`src/rtl/rotary_encoder_bank.sv`:
```
// Bank of NUM_CH quadrature rotary-encoder decoders with MMIO status/counter registers.
// Define ROTARY_SATURATE_EN to clamp counters at their signed limits instead of wrapping.
module rotary_encoder_bank #(
  parameter int NUM_CH   = 4,
  parameter int CNT_W    = 16,
  parameter int FILT_LEN = 4
) (
  input  logic                  clock,
  input  logic                  reset,
  input  logic                  Read,
  input  logic                  Write,
  input  logic [3:0]            Address,
  input  logic [15:0]           DataIn,
  output logic [15:0]           DataOut,
  output logic                  Ready,
  output logic                  Event,
  input  logic [2*NUM_CH-1:0]   RotaryIn
);

  localparam logic signed [CNT_W-1:0] CNT_MAX = {1'b0, {(CNT_W-1){1'b1}}};
  localparam logic signed [CNT_W-1:0] CNT_MIN = {1'b1, {(CNT_W-1){1'b0}}};
  localparam logic [7:0]              FILT_N  = 8'(FILT_LEN);

  // Read and Write are one-cycle strobes sampled on the rising edge; Ready pulses
  // high exactly the following cycle, and for a read DataOut is valid while Ready is high.
  // A cycle with both strobes is treated as a write.
  logic wr_en;
  logic rd_en;
  assign wr_en = Write;
  assign rd_en = Read & ~Write;

  logic [NUM_CH-1:0]       pend_vec;
  logic [NUM_CH-1:0]       dir_vec;
  logic signed [CNT_W-1:0] cnt_vec [NUM_CH];

  for (genvar c = 0; c < NUM_CH; c++) begin : ch_g
    logic [1:0]              sync1_q;
    logic [1:0]              sync2_q;
    logic [1:0]              cand_q;
    logic [7:0]              fcnt_q;
    logic [1:0]              filt_q;
    logic [1:0]              filt_prev_q;
    logic [1:0]              pos_new;
    logic [1:0]              pos_old;
    logic [1:0]              delta;
    logic                    step;
    logic                    step_up;
    logic                    load;
    logic                    clr;
    logic signed [CNT_W-1:0] cnt_q;
    logic signed [CNT_W-1:0] cnt_next;
    logic                    pend_q;
    logic                    dir_q;

    always_ff @(posedge clock) begin
      if (reset) begin
        sync1_q     <= 2'b00;
        sync2_q     <= 2'b00;
        cand_q      <= 2'b00;
        fcnt_q      <= 8'd0;
        filt_q      <= 2'b00;
        filt_prev_q <= 2'b00;
      end else begin
        sync1_q     <= RotaryIn[2*c +: 2];
        sync2_q     <= sync1_q;
        filt_prev_q <= filt_q;
        if (sync2_q != cand_q) begin
          cand_q <= sync2_q;
          fcnt_q <= 8'd1;
        end else if (fcnt_q != FILT_N) begin
          fcnt_q <= fcnt_q + 8'd1;
        end
        if ((fcnt_q == FILT_N) && (filt_q != cand_q)) filt_q <= cand_q;
      end
    end

    // Gray position 00,01,11,10 -> 0..3; a forward distance of 1 is right, 3 is left.
    assign pos_new = {filt_q[1], filt_q[1] ^ filt_q[0]};
    assign pos_old = {filt_prev_q[1], filt_prev_q[1] ^ filt_prev_q[0]};
    assign delta   = pos_new - pos_old;
    assign step    = (delta == 2'd1) || (delta == 2'd3);
    assign step_up = (delta == 2'd1);

    assign load = wr_en && (Address == 4'(c + 1));
    assign clr  = (wr_en && (Address == 4'd0) && DataIn[c]) ||
                  (rd_en && (Address == 4'(c + 1)));

    always_comb begin
      cnt_next = cnt_q;
`ifdef ROTARY_SATURATE_EN
      if (step_up) begin
        if (cnt_q != CNT_MAX) cnt_next = cnt_q + 1'b1;
      end else begin
        if (cnt_q != CNT_MIN) cnt_next = cnt_q - 1'b1;
      end
`else
      if (step_up) cnt_next = cnt_q + 1'b1;
      else         cnt_next = cnt_q - 1'b1;
`endif
    end

    // A load beats a simultaneous step, but the step still flags pending.
    always_ff @(posedge clock) begin
      if (reset) begin
        cnt_q  <= '0;
        pend_q <= 1'b0;
        dir_q  <= 1'b0;
      end else begin
        if (load)      cnt_q <= DataIn[CNT_W-1:0];
        else if (step) cnt_q <= cnt_next;
        if (step)      pend_q <= 1'b1;
        else if (clr)  pend_q <= 1'b0;
        if (step)      dir_q <= step_up;
      end
    end

    assign pend_vec[c] = pend_q;
    assign dir_vec[c]  = dir_q;
    assign cnt_vec[c]  = cnt_q;
  end

  logic [15:0] rdata;

  always_comb begin
    rdata = '0;
    if (Address == 4'd0) begin
      rdata[NUM_CH-1:0]   = pend_vec;
      rdata[8 +: NUM_CH]  = dir_vec;
    end else begin
      for (int c = 0; c < NUM_CH; c++) begin
        if (Address == 4'(c + 1)) rdata = 16'(cnt_vec[c]);
      end
    end
  end

  always_ff @(posedge clock) begin
    if (reset) begin
      DataOut <= '0;
      Ready   <= 1'b0;
      Event   <= 1'b0;
    end else begin
      Ready <= Read | Write;
      Event <= |pend_vec;
      if (rd_en) DataOut <= rdata;
    end
  end

endmodule
```
`config.mk`:
```
export PLATFORM = sky130hd
export DESIGN_NAME = rotary_encoder_bank
export DESIGN_NICKNAME = d
export VERILOG_FILES = /design/src/rtl/rotary_encoder_bank.sv
export SDC_FILE = /design/constraint.sdc
export NUM_CORES = 1
export LEC_CHECK = 0
export BUFFER_PORTS_ARGS = -buffer_cell sky130_fd_sc_hd__buf_2
export CAP_MARGIN = 0
export CELL_PAD_IN_SITES_DETAIL_PLACEMENT = 1
export CELL_PAD_IN_SITES_GLOBAL_PLACEMENT = 1
export CORE_MARGIN = 10
export CORE_UTILIZATION = 45
export DETAILED_ROUTE_END_ITERATION = 8
export PLACE_DENSITY = 0.74
export SYNTH_ARGS = -nofsm -noshare
export SYNTH_HDL_FRONTEND = slang
export SYNTH_SLANG_ARGS = --single-unit
```
`constraint.sdc`:
```
create_clock -name clock -period 8.7 [get_ports clock]
set_input_delay 0.435 -clock clock [delete_from_list [all_inputs] [get_ports clock]]
set_output_delay 0.435 -clock clock [all_outputs]
set_load 0.01 [all_outputs]
```
==> impl_summary.txt <==
----------------------------------------------------
[Route]
  Iteration-0 DRC Markers ... 500
  Via count of the routed design ... 8805
  1st-pass router iterations ... 5
  Routed via count divided by cell count ... 5.83
  DRC viols ... 0
  Final wirelength ... 30400 um
  Post-detailed-route count of antenna-violating nets ... 0
  Average wire length per cell after detail routing ... 20.1 um

[Setup path]
  Worst Setup Start Kind ... flop
  Type of the worst setup path ... reg2reg
  WP data required ... 8.97 ns
  Critical path endpoint category ... flop
  Crit path arrival time ... 4.88 ns
  Largest driver fanout on the critical path ... 35

[Placed design]
  Placed wire-length estimate after detailed placement ... 21800 um
  Cell area reported after detailed placement ... 0.0105 sq mm
  Buffers added on ports ... 49
  Routability-driven placement congestion ratio ... 0.899

[Synthesis]
  Post-synth EDFFs ... 0
  Number of nets in the synthesized netlist ... 1315
  Syn_area_per_cell ... 8.37 sq um
  Most common library cells after synthesis ... dfxtp_1, nor2_1, nand2_1, ha_1, a21oi_1
  Synth area leaders ... dfxtp_1, ha_1, nor2_1
  Netlist area before placement ... 0.0101 sq mm
  Most repeated cell in the gate-level netlist after synthesis ... dfxtp_1
  Register area share after synthesis ... 32.2%
  Synth async-reset ratio ... 0%
  Library cell with the largest summed area after synthesis ... dfxtp_1
  Share of the synthesized area in the top cell type ... 32.2%
  Yosys warning total ... 0
  Post-Syn Instances ... 1203
  Number of synthesized register bits ... 162
  Distinct cells, synth ... 75
  Prevailing post-synth register cell ... dfxtp_1

[Run]
  Number of violations of the max-capacitance limit ... 0

[Clocking]
  Clock-pin slew reported for the worst setup and hold paths after clock tree synthesis ... 0.07 ns
  Num Clock Sinks ... 162
  Worst-case clock buffer depth ... 2
  Clock tree from TritonCTS ... yes
  Cells resized by post-CTS repair ... 0
  Count of buffers added by post-CTS timing repair for setup ... 0
  H-tree lvl count ... 4
  CTS buffer count ... 17
  Clock root cell ... clkbuf_16
  CTS Hold Buffers Added ... 0
  Clock latency at the later pin of the worst-skew pair ... 0.43 ns

[Floorplanning]
  Die footprint ... 0.0287 sq mm
  Row cnt ... 54
  Area of the core region ... 0.0219 sq mm
  Boundary Pins ... 50
  Die height ... 170 um
  Die width ... 170 um
  Initial Utilization ... 46.0%

[Global route]
  All-Layer GR Usage ... 21.0%
  Global-route met2 utilization ... 32.9%
  GRT Residual Overflow ... 0
  Wire length of the first global-routing pass ... 48400 um
  Grt met3 use ... 3.98%
  Initial antenna violation count ... 0
  Routing layer with the top usage in global route ... met2
  Maximum number of pins on one net before global-route repair ... 84
  Via count of the first global-routing pass ... 8866
  Met1 demand-to-capacity share in global routing ... 28.5%

[STA]
  Hold violation count in the final report ... 0
  Final worst-path cycle share ... 53.0%
  Minimum clock period ... 4.61 ns
  Worst-case headroom to the max-slew limit ... 19.5%
  Max-slew violation count ... 0
  Setup repair after global routing missed its margin ... false
  Clock Skew ... 0.0116 ns
  Total Neg Setup Slack ... 0 ns
  Least-Margin Pin Slew ... 1.20 ns
  Final setup violation count ... 0
  Fmax ... 0.217 GHz

[Layout]
  Area overhead of the layout relative to synthesis ... 10.0%
  Fill cells ... 2647
  Summed area of non-filler cells in the final layout ... 0.0111 sq mm
  Antenna Cells ... 0
  Fraction of layout cells with a size suffix above 1 ... 10.2%
  Net count of the finished layout ... 1331

[Power and ir drop]
  Power Density ... 167 mW/mm^2
  Reported leakage power ... 4.70 nW
  IR drop worst, VDD ... 0.120 mV

[Hold path]
  Path type of the worst min-delay path ... in2reg

[Run status]
  Status ... completed

----------------------------------------------------
-- per-stage QoR --
step | util [%] | instances | setup WS, ns | hold slack [ns] | total power [mW]
finish | 50.6 | 1511 | 4.09 | 0.216 | 1.85
global route | 50.6 | 1511 | 3.64 | 0.220 | 1.94
CTS | 50.6 | 1511 | 4.08 | 0.205 | 1.87
detailed placement | 48.0 | 1480 | 4.14 | 0.431 | 1.12
global placement | 48.0 | 1480 | 4.29 | 0.414 | 1.11
floorplan | - | 1203 | 5.22 | 0.414 | 1.03
-- where the power goes --
| part | internal [mW] | switching (mW) |
|---|---|---|
| clock | 0.402 | 0.349 |
| combinational | 0.130 | 0.183 |
| sequential | 0.765 | 0.0216 |
-- area by class of cell --
type / count / area [sq um] / area share [%]
Sequential cell: 162 / 3240 / 29.3
Clock inverter: 14 / 144 / 1.30
Timing Repair Buffer: 58 / 315 / 2.85
Tap cell: 280 / 350 / 3.16
Clock buffer: 17 / 425 / 3.84
Inverter: 36 / 135 / 1.22
Multi-Input combinational cell: 944 / 6460 / 58.3
-- cell usage in the layout, fill, tap and decap left out, drive strengths merged, types with 4 or more instances in the layout --
| cell type | synthesis | layout |
|---|---|---|
| mux2i | 14 | 14 |
| a311oi | 5 | 5 |
| clkbuf | 55 | 17 |
| a22oi | 9 | 9 |
| a22o | 18 | 18 |
| fa | 4 | 4 |
| a211oi | 37 | 37 |
| nor4 | 5 | 5 |
| a21oi | 76 | 76 |
| dfxtp | 162 | 162 |
| and3 | 12 | 12 |
| buf | 6 | 58 |
| nor2b | 44 | 44 |
| nand2 | 93 | 93 |
| nand2b | 11 | 11 |
| ha | 76 | 76 |
| xor2 | 51 | 51 |
| o21a | 11 | 11 |
| nand3b | 7 | 7 |
| a222oi | 8 | 8 |
| xnor2 | 48 | 48 |
| a21o | 18 | 18 |
| mux2 | 14 | 14 |
| o211ai | 30 | 30 |
| clkinv | 0 | 5 |
| o21bai | 7 | 7 |
| o211a | 11 | 11 |
| inv | 36 | 43 |
| nand3 | 39 | 39 |
| nand4 | 6 | 6 |
| a31oi | 11 | 11 |
| o21ai | 61 | 61 |
| o41ai | 4 | 4 |
| nor4b | 5 | 5 |
| or3 | 4 | 4 |
| nor2 | 143 | 143 |
| nor3 | 22 | 22 |
-- layer usage --
layer,wire length [um],up-vias,part of all wire (%)
met5,0,-,0
met4,608,0,2.0
met3,1310,31,4.3
met2,13700,151,45
met1,14700,4281,49
li1,-,4342,-
-- flip-flops by register name, summed over array words and instances, names as in the netlist, 8 cells and up --
register	count
DataOut	16
ch_g.cand_q	8
ch_g.cnt_q	64
ch_g.fcnt_q	32
ch_g.filt_prev_q	8
ch_g.filt_q	8
ch_g.sync1_q	8
ch_g.sync2_q	8
-- cell families (layout without fill, tap and decap cells) --
kind of cell	count (synthesis)	count (layout)	synth area share [%]
simple gates	405	405	19.1
compound gates	332	332	23.2
flops	162	162	32.2
xor+xnor	99	99	8.62
buf+inv	97	125	3.65
fa+ha+maj	80	80	10.2
mux	28	28	2.96
-- critical path: stages, from the launching register on --
cell	delay, ns
dfxtp_1	0.42
xnor2_1	0.11
ha_1	1.00
nor2_1	0.26
inv_1	0.54
ha_1	0.37
nor2b_1	0.16
o21ai_1	0.16
a21oi_1	0.12
o41ai_2	0.51
o21bai_1	0.14
mux2i_1	0.14
o41ai_1	0.36
a211oi_1	0.13
-- final timing paths --
check | from | to | slack [ns] | depth (start not counted)
hold reg to reg | ch_g[0].sync1_q[1] | ch_g[0].sync2_q[1] | 0.45 | 1
hold / removal | RotaryIn[4] | ch_g[2].sync1_q[0] | 0.22 | 2
setup / recovery | ch_g[3].filt_q[1] | ch_g[3].cnt_q[10] | 4.09 | 13
setup reg to reg | ch_g[3].filt_q[1] | ch_g[3].cnt_q[10] | 4.09 | 13
Note: power is estimated with default switching activity, not from simulation.
